### config.mk
export PLATFORM = sky130hd
export DESIGN_NAME = muldiv_unit_flat
export DESIGN_NICKNAME = d
export VERILOG_FILES = /design/src/rtl/brv32p_pkg.sv /design/src/rtl/muldiv_unit_if.sv /design/src/rtl/muldiv_unit.sv /design/src/flat_wrapper.sv
export SDC_FILE = /design/constraint.sdc
export NUM_CORES = 1
export LEC_CHECK = 0
export ABC_AREA = 1
export BUFFER_PORTS_ARGS = -buffer_cell sky130_fd_sc_hd__buf_2
export CAP_MARGIN = 20
export CORE_ASPECT_RATIO = 0.5
export CORE_MARGIN = 10
export CORE_UTILIZATION = 30
export CTS_BUF_LIST = sky130_fd_sc_hd__clkbuf_8
export DETAILED_ROUTE_END_ITERATION = 8
export MAX_ROUTING_LAYER = met4
export PLACE_DENSITY = 0.48
export SKIP_CTS_REPAIR_TIMING = 1
export SYNTH_ARGS = -nofsm -noshare
export SYNTH_HDL_FRONTEND = slang
export SYNTH_SLANG_ARGS = --single-unit
### constraint.sdc
create_clock -name clk -period 5.12 [get_ports clk]
set_input_delay 0.256 -clock clk [delete_from_list [all_inputs] [get_ports clk]]
set_output_delay 0.256 -clock clk [all_outputs]
set_load 0.005 [all_outputs]
### src/rtl/brv32p_pkg.sv
// Shared types for the RV32M multiply/divide unit: op encoding (funct3),
// FSM states and a small conditional-negate helper.
package brv32p_pkg;

    localparam int XLEN = 32;

    typedef enum logic [2:0] {
        MD_MUL    = 3'd0,
        MD_MULH   = 3'd1,
        MD_MULHSU = 3'd2,
        MD_MULHU  = 3'd3,
        MD_DIV    = 3'd4,
        MD_DIVU   = 3'd5,
        MD_REM    = 3'd6,
        MD_REMU   = 3'd7
    } muldiv_op_e;

    typedef enum logic [1:0] {
        MD_IDLE,
        MD_CALC,
        MD_DONE
    } muldiv_state_e;

    function automatic logic [XLEN-1:0] neg_if(input logic [XLEN-1:0] x, input logic n);
        return n ? -x : x;
    endfunction

endpackage

### src/rtl/muldiv_unit_if.sv
// EX-stage <-> muldiv handshake: op request, flush, busy stall and result.
interface muldiv_unit_if;
    import brv32p_pkg::*;

    logic             start;
    muldiv_op_e       op;
    logic [XLEN-1:0]  a;
    logic [XLEN-1:0]  b;
    logic             flush;
    logic             busy;
    logic             done;
    logic [XLEN-1:0]  result;

    modport master (output start, op, a, b, flush, input busy, done, result);
    modport slave  (input start, op, a, b, flush, output busy, done, result);

endinterface

### src/rtl/muldiv_unit.sv
// Iterative RV32M unit: shift-add multiplier (MUL_BITS_PER_CYCLE bits/cycle) and
// restoring divider (1 bit/cycle) sharing one 64-bit accumulator and counter.
module muldiv_unit
    import brv32p_pkg::*;
#(
    parameter int MUL_BITS_PER_CYCLE = 1
) (
    input  logic         clk,
    input  logic         rst_n,
    muldiv_unit_if.slave bus
);

    localparam int         MBPC      = MUL_BITS_PER_CYCLE;
    localparam logic [5:0] MUL_ITERS = 6'(XLEN / MBPC);
    localparam logic [5:0] DIV_ITERS = 6'(XLEN);

    muldiv_state_e     state_q, state_d;
    muldiv_op_e        op_q, op_d;
    logic              neg_a_q, neg_a_d, neg_b_q, neg_b_d;
    logic [XLEN-1:0]   opnd_q, opnd_d;
    logic [2*XLEN-1:0] acc_q, acc_d;
    logic [5:0]        cnt_q, cnt_d;
    logic [XLEN-1:0]   result_q, result_d;

    logic [XLEN+MBPC-1:0] mul_sum;
    logic [2*XLEN-1:0]    mul_next, div_next, acc_step, product;
    logic [XLEN:0]        div_trial;
    logic                 sa_in, sb_in, is_special;
    logic [XLEN-1:0]      special_res, calc_res;

    // One iteration of each datapath; acc holds {partial product | multiplier}
    // for mul and {remainder | quotient-in-progress} for div.
    always_comb begin
        mul_sum   = {{MBPC{1'b0}}, acc_q[2*XLEN-1:XLEN]}
                  + (XLEN+MBPC)'(opnd_q) * (XLEN+MBPC)'(acc_q[MBPC-1:0]);
        mul_next  = {mul_sum, acc_q[XLEN-1:MBPC]};
        div_trial = acc_q[2*XLEN-1:XLEN-1] - {1'b0, opnd_q};
        div_next  = div_trial[XLEN] ? {acc_q[2*XLEN-2:0], 1'b0}
                                    : {div_trial[XLEN-1:0], acc_q[XLEN-2:0], 1'b1};
        acc_step  = op_q[2] ? div_next : mul_next;
        product   = (neg_a_q ^ neg_b_q) ? -acc_step : acc_step;

        if (!op_q[2])
            calc_res = (op_q == MD_MUL) ? product[XLEN-1:0] : product[2*XLEN-1:XLEN];
        else if (op_q[1])
            calc_res = neg_if(acc_step[2*XLEN-1:XLEN], neg_a_q);
        else
            calc_res = neg_if(acc_step[XLEN-1:0], neg_a_q ^ neg_b_q);
    end

    always_comb begin
        sa_in = bus.a[XLEN-1] & (bus.op == MD_MULH || bus.op == MD_MULHSU ||
                                 bus.op == MD_DIV  || bus.op == MD_REM);
        sb_in = bus.b[XLEN-1] & (bus.op == MD_MULH || bus.op == MD_DIV || bus.op == MD_REM);

        is_special  = bus.op[2] && (bus.b == '0 ||
                      (!bus.op[0] && bus.a == 32'h8000_0000 && bus.b == 32'hFFFF_FFFF));
        if (bus.b == '0)
            special_res = bus.op[1] ? bus.a : 32'hFFFF_FFFF;
        else
            special_res = bus.op[1] ? 32'h0 : 32'h8000_0000;
    end

    // NOTE: every combinational output gets a default first, so no path leaves
    // a signal unassigned and no latch is inferred.
    always_comb begin
        state_d    = state_q;
        op_d       = op_q;
        neg_a_d    = neg_a_q;
        neg_b_d    = neg_b_q;
        opnd_d     = opnd_q;
        acc_d      = acc_q;
        cnt_d      = cnt_q;
        result_d   = result_q;
        bus.busy   = 1'b0;
        bus.done   = 1'b0;

        unique case (state_q)
            MD_IDLE: begin
                bus.busy = bus.start & ~bus.flush;
                if (bus.start && !bus.flush) begin
                    op_d    = bus.op;
                    neg_a_d = sa_in;
                    neg_b_d = sb_in;
                    opnd_d  = neg_if(bus.b, sb_in);
                    acc_d   = {{XLEN{1'b0}}, neg_if(bus.a, sa_in)};
                    cnt_d   = bus.op[2] ? DIV_ITERS : MUL_ITERS;
                    if (is_special) begin
                        state_d  = MD_DONE;
                        result_d = special_res;
                    end else begin
                        state_d  = MD_CALC;
                    end
                end
            end
            MD_CALC: begin
                bus.busy = 1'b1;
                acc_d    = acc_step;
                cnt_d    = cnt_q - 6'd1;
                if (cnt_q == 6'd1) begin
                    state_d  = MD_DONE;
                    result_d = calc_res;
                end
            end
            MD_DONE: begin
                bus.done = 1'b1;
                state_d  = MD_IDLE;
            end
            default: state_d = MD_IDLE;
        endcase

        // A flushed op never completes and leaves the previous result visible.
        if (bus.flush) begin
            state_d  = MD_IDLE;
            bus.done = 1'b0;
            result_d = result_q;
        end
    end

    // NOTE: sequential state uses non-blocking assignments so every register
    // samples the pre-edge values regardless of statement order.
    always_ff @(posedge clk) begin
        if (!rst_n) begin
            state_q  <= MD_IDLE;
            op_q     <= MD_MUL;
            neg_a_q  <= 1'b0;
            neg_b_q  <= 1'b0;
            opnd_q   <= '0;
            acc_q    <= '0;
            cnt_q    <= '0;
            result_q <= '0;
        end else begin
            state_q  <= state_d;
            op_q     <= op_d;
            neg_a_q  <= neg_a_d;
            neg_b_q  <= neg_b_d;
            opnd_q   <= opnd_d;
            acc_q    <= acc_d;
            cnt_q    <= cnt_d;
            result_q <= result_d;
        end
    end

    assign bus.result = result_q;

endmodule

### src/flat_wrapper.sv
// flat-port wrapper written by rule: the top's interface ports become plain ports
module muldiv_unit_flat import brv32p_pkg::*;
#(
    parameter int MUL_BITS_PER_CYCLE = 1
)
  (clk, rst_n, bus_start, bus_op, bus_a, bus_b, bus_flush, bus_busy, bus_done, bus_result);
  muldiv_unit_if bus_i ();
  input  logic clk;
  input  logic rst_n;
  input wire logic [$bits(bus_i.start)-1:0] bus_start;
  input wire logic [$bits(bus_i.op)-1:0] bus_op;
  input wire logic [$bits(bus_i.a)-1:0] bus_a;
  input wire logic [$bits(bus_i.b)-1:0] bus_b;
  input wire logic [$bits(bus_i.flush)-1:0] bus_flush;
  output wire logic [$bits(bus_i.busy)-1:0] bus_busy;
  output wire logic [$bits(bus_i.done)-1:0] bus_done;
  output wire logic [$bits(bus_i.result)-1:0] bus_result;
  assign bus_i.start = bus_start;
  assign bus_i.op = bus_op;
  assign bus_i.a = bus_a;
  assign bus_i.b = bus_b;
  assign bus_i.flush = bus_flush;
  assign bus_busy = bus_i.busy;
  assign bus_done = bus_i.done;
  assign bus_result = bus_i.result;
  muldiv_unit #(.MUL_BITS_PER_CYCLE(MUL_BITS_PER_CYCLE)) u_core (.clk(clk), .rst_n(rst_n), .bus(bus_i));
endmodule
==> results.md <==
- Status: finished clean
- Post-synthesis sequential area ratio: 0.1622
- Synth cell count leaders: 1033 x nand2_1, 436 x inv_1, 284 x nor2_1
- Ys Warns: 0
- Vias in the first global route: 19503
- RR Endpoint: u_core.bus.result[26]$_SDFFE_PN0P_
- Post-synth EDFFs: 0
- Max Freq: 213.1 MHz
- Synth area leader: nand2_1
- Multiplexer share of the synthesized area: 0
- Worst-path fanout max: 38
- # H-tree levels: 4
- Largest family of logic cells by synthesized area: simple AND/OR/NAND/NOR gates
- Total die area: 68630 µm²
- Drt wl/cell: 20.78 µm
- Clock transition at path regs: 110 ps
- R2r worst-path depth: 33
- Total global-route track usage: 0.2454
- Syn_nets: 3346
- Simple-gate share of the synthesized area: 0.4472
- Final WS setup: 428.1 ps
- Most used cell, CP: nand2_1
- Final Util: 0.3378
- Initial Utilization: 0.3032
- Top Metal Used: met4
- Critical R2R Launch: u_core.acc_q[31]$_SDFFE_PN0P_
- GR Overflow Total: 0
- Share of post-route cells with drive strength above 1: 0.1104
- Max-slew headroom: 0.4434
- Wl on met1: 39820 µm
- Adder-Cell Fraction of Synth Area: 0.05334
- Met2 WL: 37250 µm
- Setup CP Type: reg -> reg
- # port buffers: 104
- Mapped Area: 17400 µm²
- Max-cap violations: 0
- Die Height: 190.3 µm
- Leakage: 9.923 nW
- Critical path launch point type: flip-flop
- Final period utilization: 0.9164
- Layout Area Growth over Synthesis: 11.42%
- Post-Route WL: 84340 µm
- Crit path required time: 5580 ps
- Root buffer cell: clkbuf_8
- Flops & latches, synth: 141
- CTS tree: built
- Hold endpoint: u_core.opnd_q[0]$_SDFFE_PN0P_
- Syn_area_per_cell: 5.435 µm²
- Routability congestion estimate: 1.006
- Synth Instances: 3202
- Hold Path Class: in -> reg
- Core Rows: 62
- Critical Path End Type: flip-flop
- Total vias in the final route: 21355
- Vias/cell: 5.262
- PwrDens: 197.0 nW/µm²
- CP max-delay cell: fa_2
- Met3 wire length: 5518 µm
- CTS max path bufs: 2
- Worst endpoint data arrival time: 5150 ps
- Clk Latency, worst-skew pair: 530 ps
- Clock sink total: 141
- DP Wirelength: 67920 µm
- Hold path cells: 3
- Nets: 3420
- TNS Setup: 0 ps
- Initial antenna violation count: 1
- Complex-gate fraction of the synthesized area: 0.1670
- Final slew viol count: 0
- Setup violators final: 0
- Post-Synth XOR/XNOR Area: 0.04328
- R2r setup slk: 430 ps
- Least-Margin Pin Slew: 826.1 ps
- Num CTS Buffers: 17
- Post-synth cell types: 52
- Peak VDD IR: 172.1 µV
- First DRT Iteration DRCs: 2285
- # DRC: 0
- First-pass GRT wire length: 126500 µm
- Fin. Hold Viols: 0
- HP Start: bus_b[0]
- Final ANT Viol Nets: 0
- Most frequent cell after synthesis: nand2_1
- Post-synth ARST share: 0
- Final Skew: 19.58 ps
- Layout fillers: 6617
- Tmin final: 4692 ps
- Largest net degree at the start of global routing: 65
- Share of the synthesized area in the top cell type: 0.2228
- Pre-CTS WS: 348.0 ps
- Die width: 360.6 µm
- Crit path largest cell delay: 360 ps
- Core Box Area: 57410 µm²
- Ports: 105
- TritonRoute pass-1 iters: 6
- Top cells by area, synth: nand2_1 22%, dfxtp_1 16%, inv_1 9.4%
- Main synth FF type: dfxtp_1
placed cells by master, fill, tap and decap left out, types with 6 or more instances in the layout:
cell type / instances
o211ai_1: 8
buf_4: 69
inv_6: 6
nand2_1: 1031
or2_2: 18
inv_2: 9
xnor2_1: 29
nand3b_1: 15
xor2_1: 57
nand2_4: 8
nand2_2: 47
nor2_4: 11
clkbuf_8: 17
o21ai_0: 197
o221ai_1: 7
a31oi_1: 42
nand3_2: 12
dfxtp_1: 138
o21ai_1: 10
a21oi_1: 216
nor2_2: 23
ha_1: 70
nor4_1: 12
buf_2: 104
nor2_1: 279
a21oi_2: 8
o21bai_1: 10
nor3_1: 53
nand4_1: 28
nand3_1: 260
inv_1: 436
layer usage:
layer / vias up / track usage
met3: 81 / 0.02758
met2: 765 / 0.3872
met1: 10116 / 0.3350
li1: 10393 / -
met4: 0 / 0.05265
met5: - / -
area by class of cell:
type	instances	area, µm²	area share
repair buffers	175	1060	0.05465
diodes	1	2.502	0.0001290
clock inverters	15	175.2	0.009033
well taps	768	960.9	0.04955
flip-flops and latches	141	2829	0.1459
clock buffers	17	234.0	0.01207
multi-input cells	2492	12440	0.6417
inverters	449	1687	0.08698
through the flow:
step | power, mW | cells | area, µm² | hold slack (ps)
2_1_floorplan | 2.217 | 3202 | 17400 | 334.5
3_3_place_gp | 2.735 | 4021 | 18900 | 451.8
3_5_place_dp | 2.734 | 4021 | 18900 | 453.4
4_1_cts | 3.790 | 4053 | 19310 | -121.7
5_1_grt | 4.037 | 4058 | 19390 | 40.88
6_report | 3.820 | 4058 | 19390 | 33.18
critical path: cells and delay by family (launching register included):
kind	cells	cell delay [ps]
fa+ha+maj	3	900
flops	1	340
simple gates	23	2330
compound gates	1	140
buf+inv	6	890
how the worst max path moves through the flow:
stage                                       start                                 end  cells after the start
floorplan           u_core.acc_q[31]$_SDFFE_PN0P_   u_core.bus.result[8]$_SDFFE_PN0P_                     35
global placement    u_core.acc_q[31]$_SDFFE_PN0P_  u_core.bus.result[26]$_SDFFE_PN0P_                     32
detailed placement  u_core.acc_q[31]$_SDFFE_PN0P_   u_core.bus.result[4]$_SDFFE_PN0P_                     33
CTS                 u_core.acc_q[31]$_SDFFE_PN0P_   u_core.bus.result[4]$_SDFFE_PN0P_                     33
global route        u_core.acc_q[31]$_SDFFE_PN0P_   u_core.bus.result[4]$_SDFFE_PN0P_                     33
finish              u_core.acc_q[31]$_SDFFE_PN0P_  u_core.bus.result[26]$_SDFFE_PN0P_                     33
cells by family after synthesis:
group           after synthesis
xor+xnor                     86
fa+ha+maj                    73
simple gates               1805
compound gates              528
buf+inv                     569
flops                       141
registers in the layout, summed over array words and instances (netlist names):
signal	flops
u_core.neg_b_q	1
u_core.opnd_q	32
u_core.acc_q	64
u_core.cnt_q	6
u_core.neg_a_q	1
u_core.op_q	3
u_core.state_q	2
u_core.bus.result	32
power breakdown:
part | internal, mW | switching (mW)
sequential | 1.14 | 0.0431
combinational | 0.463 | 1.11
clock | 0.453 | 0.608
No activity file was read; power rests on OpenSTA's default activity.
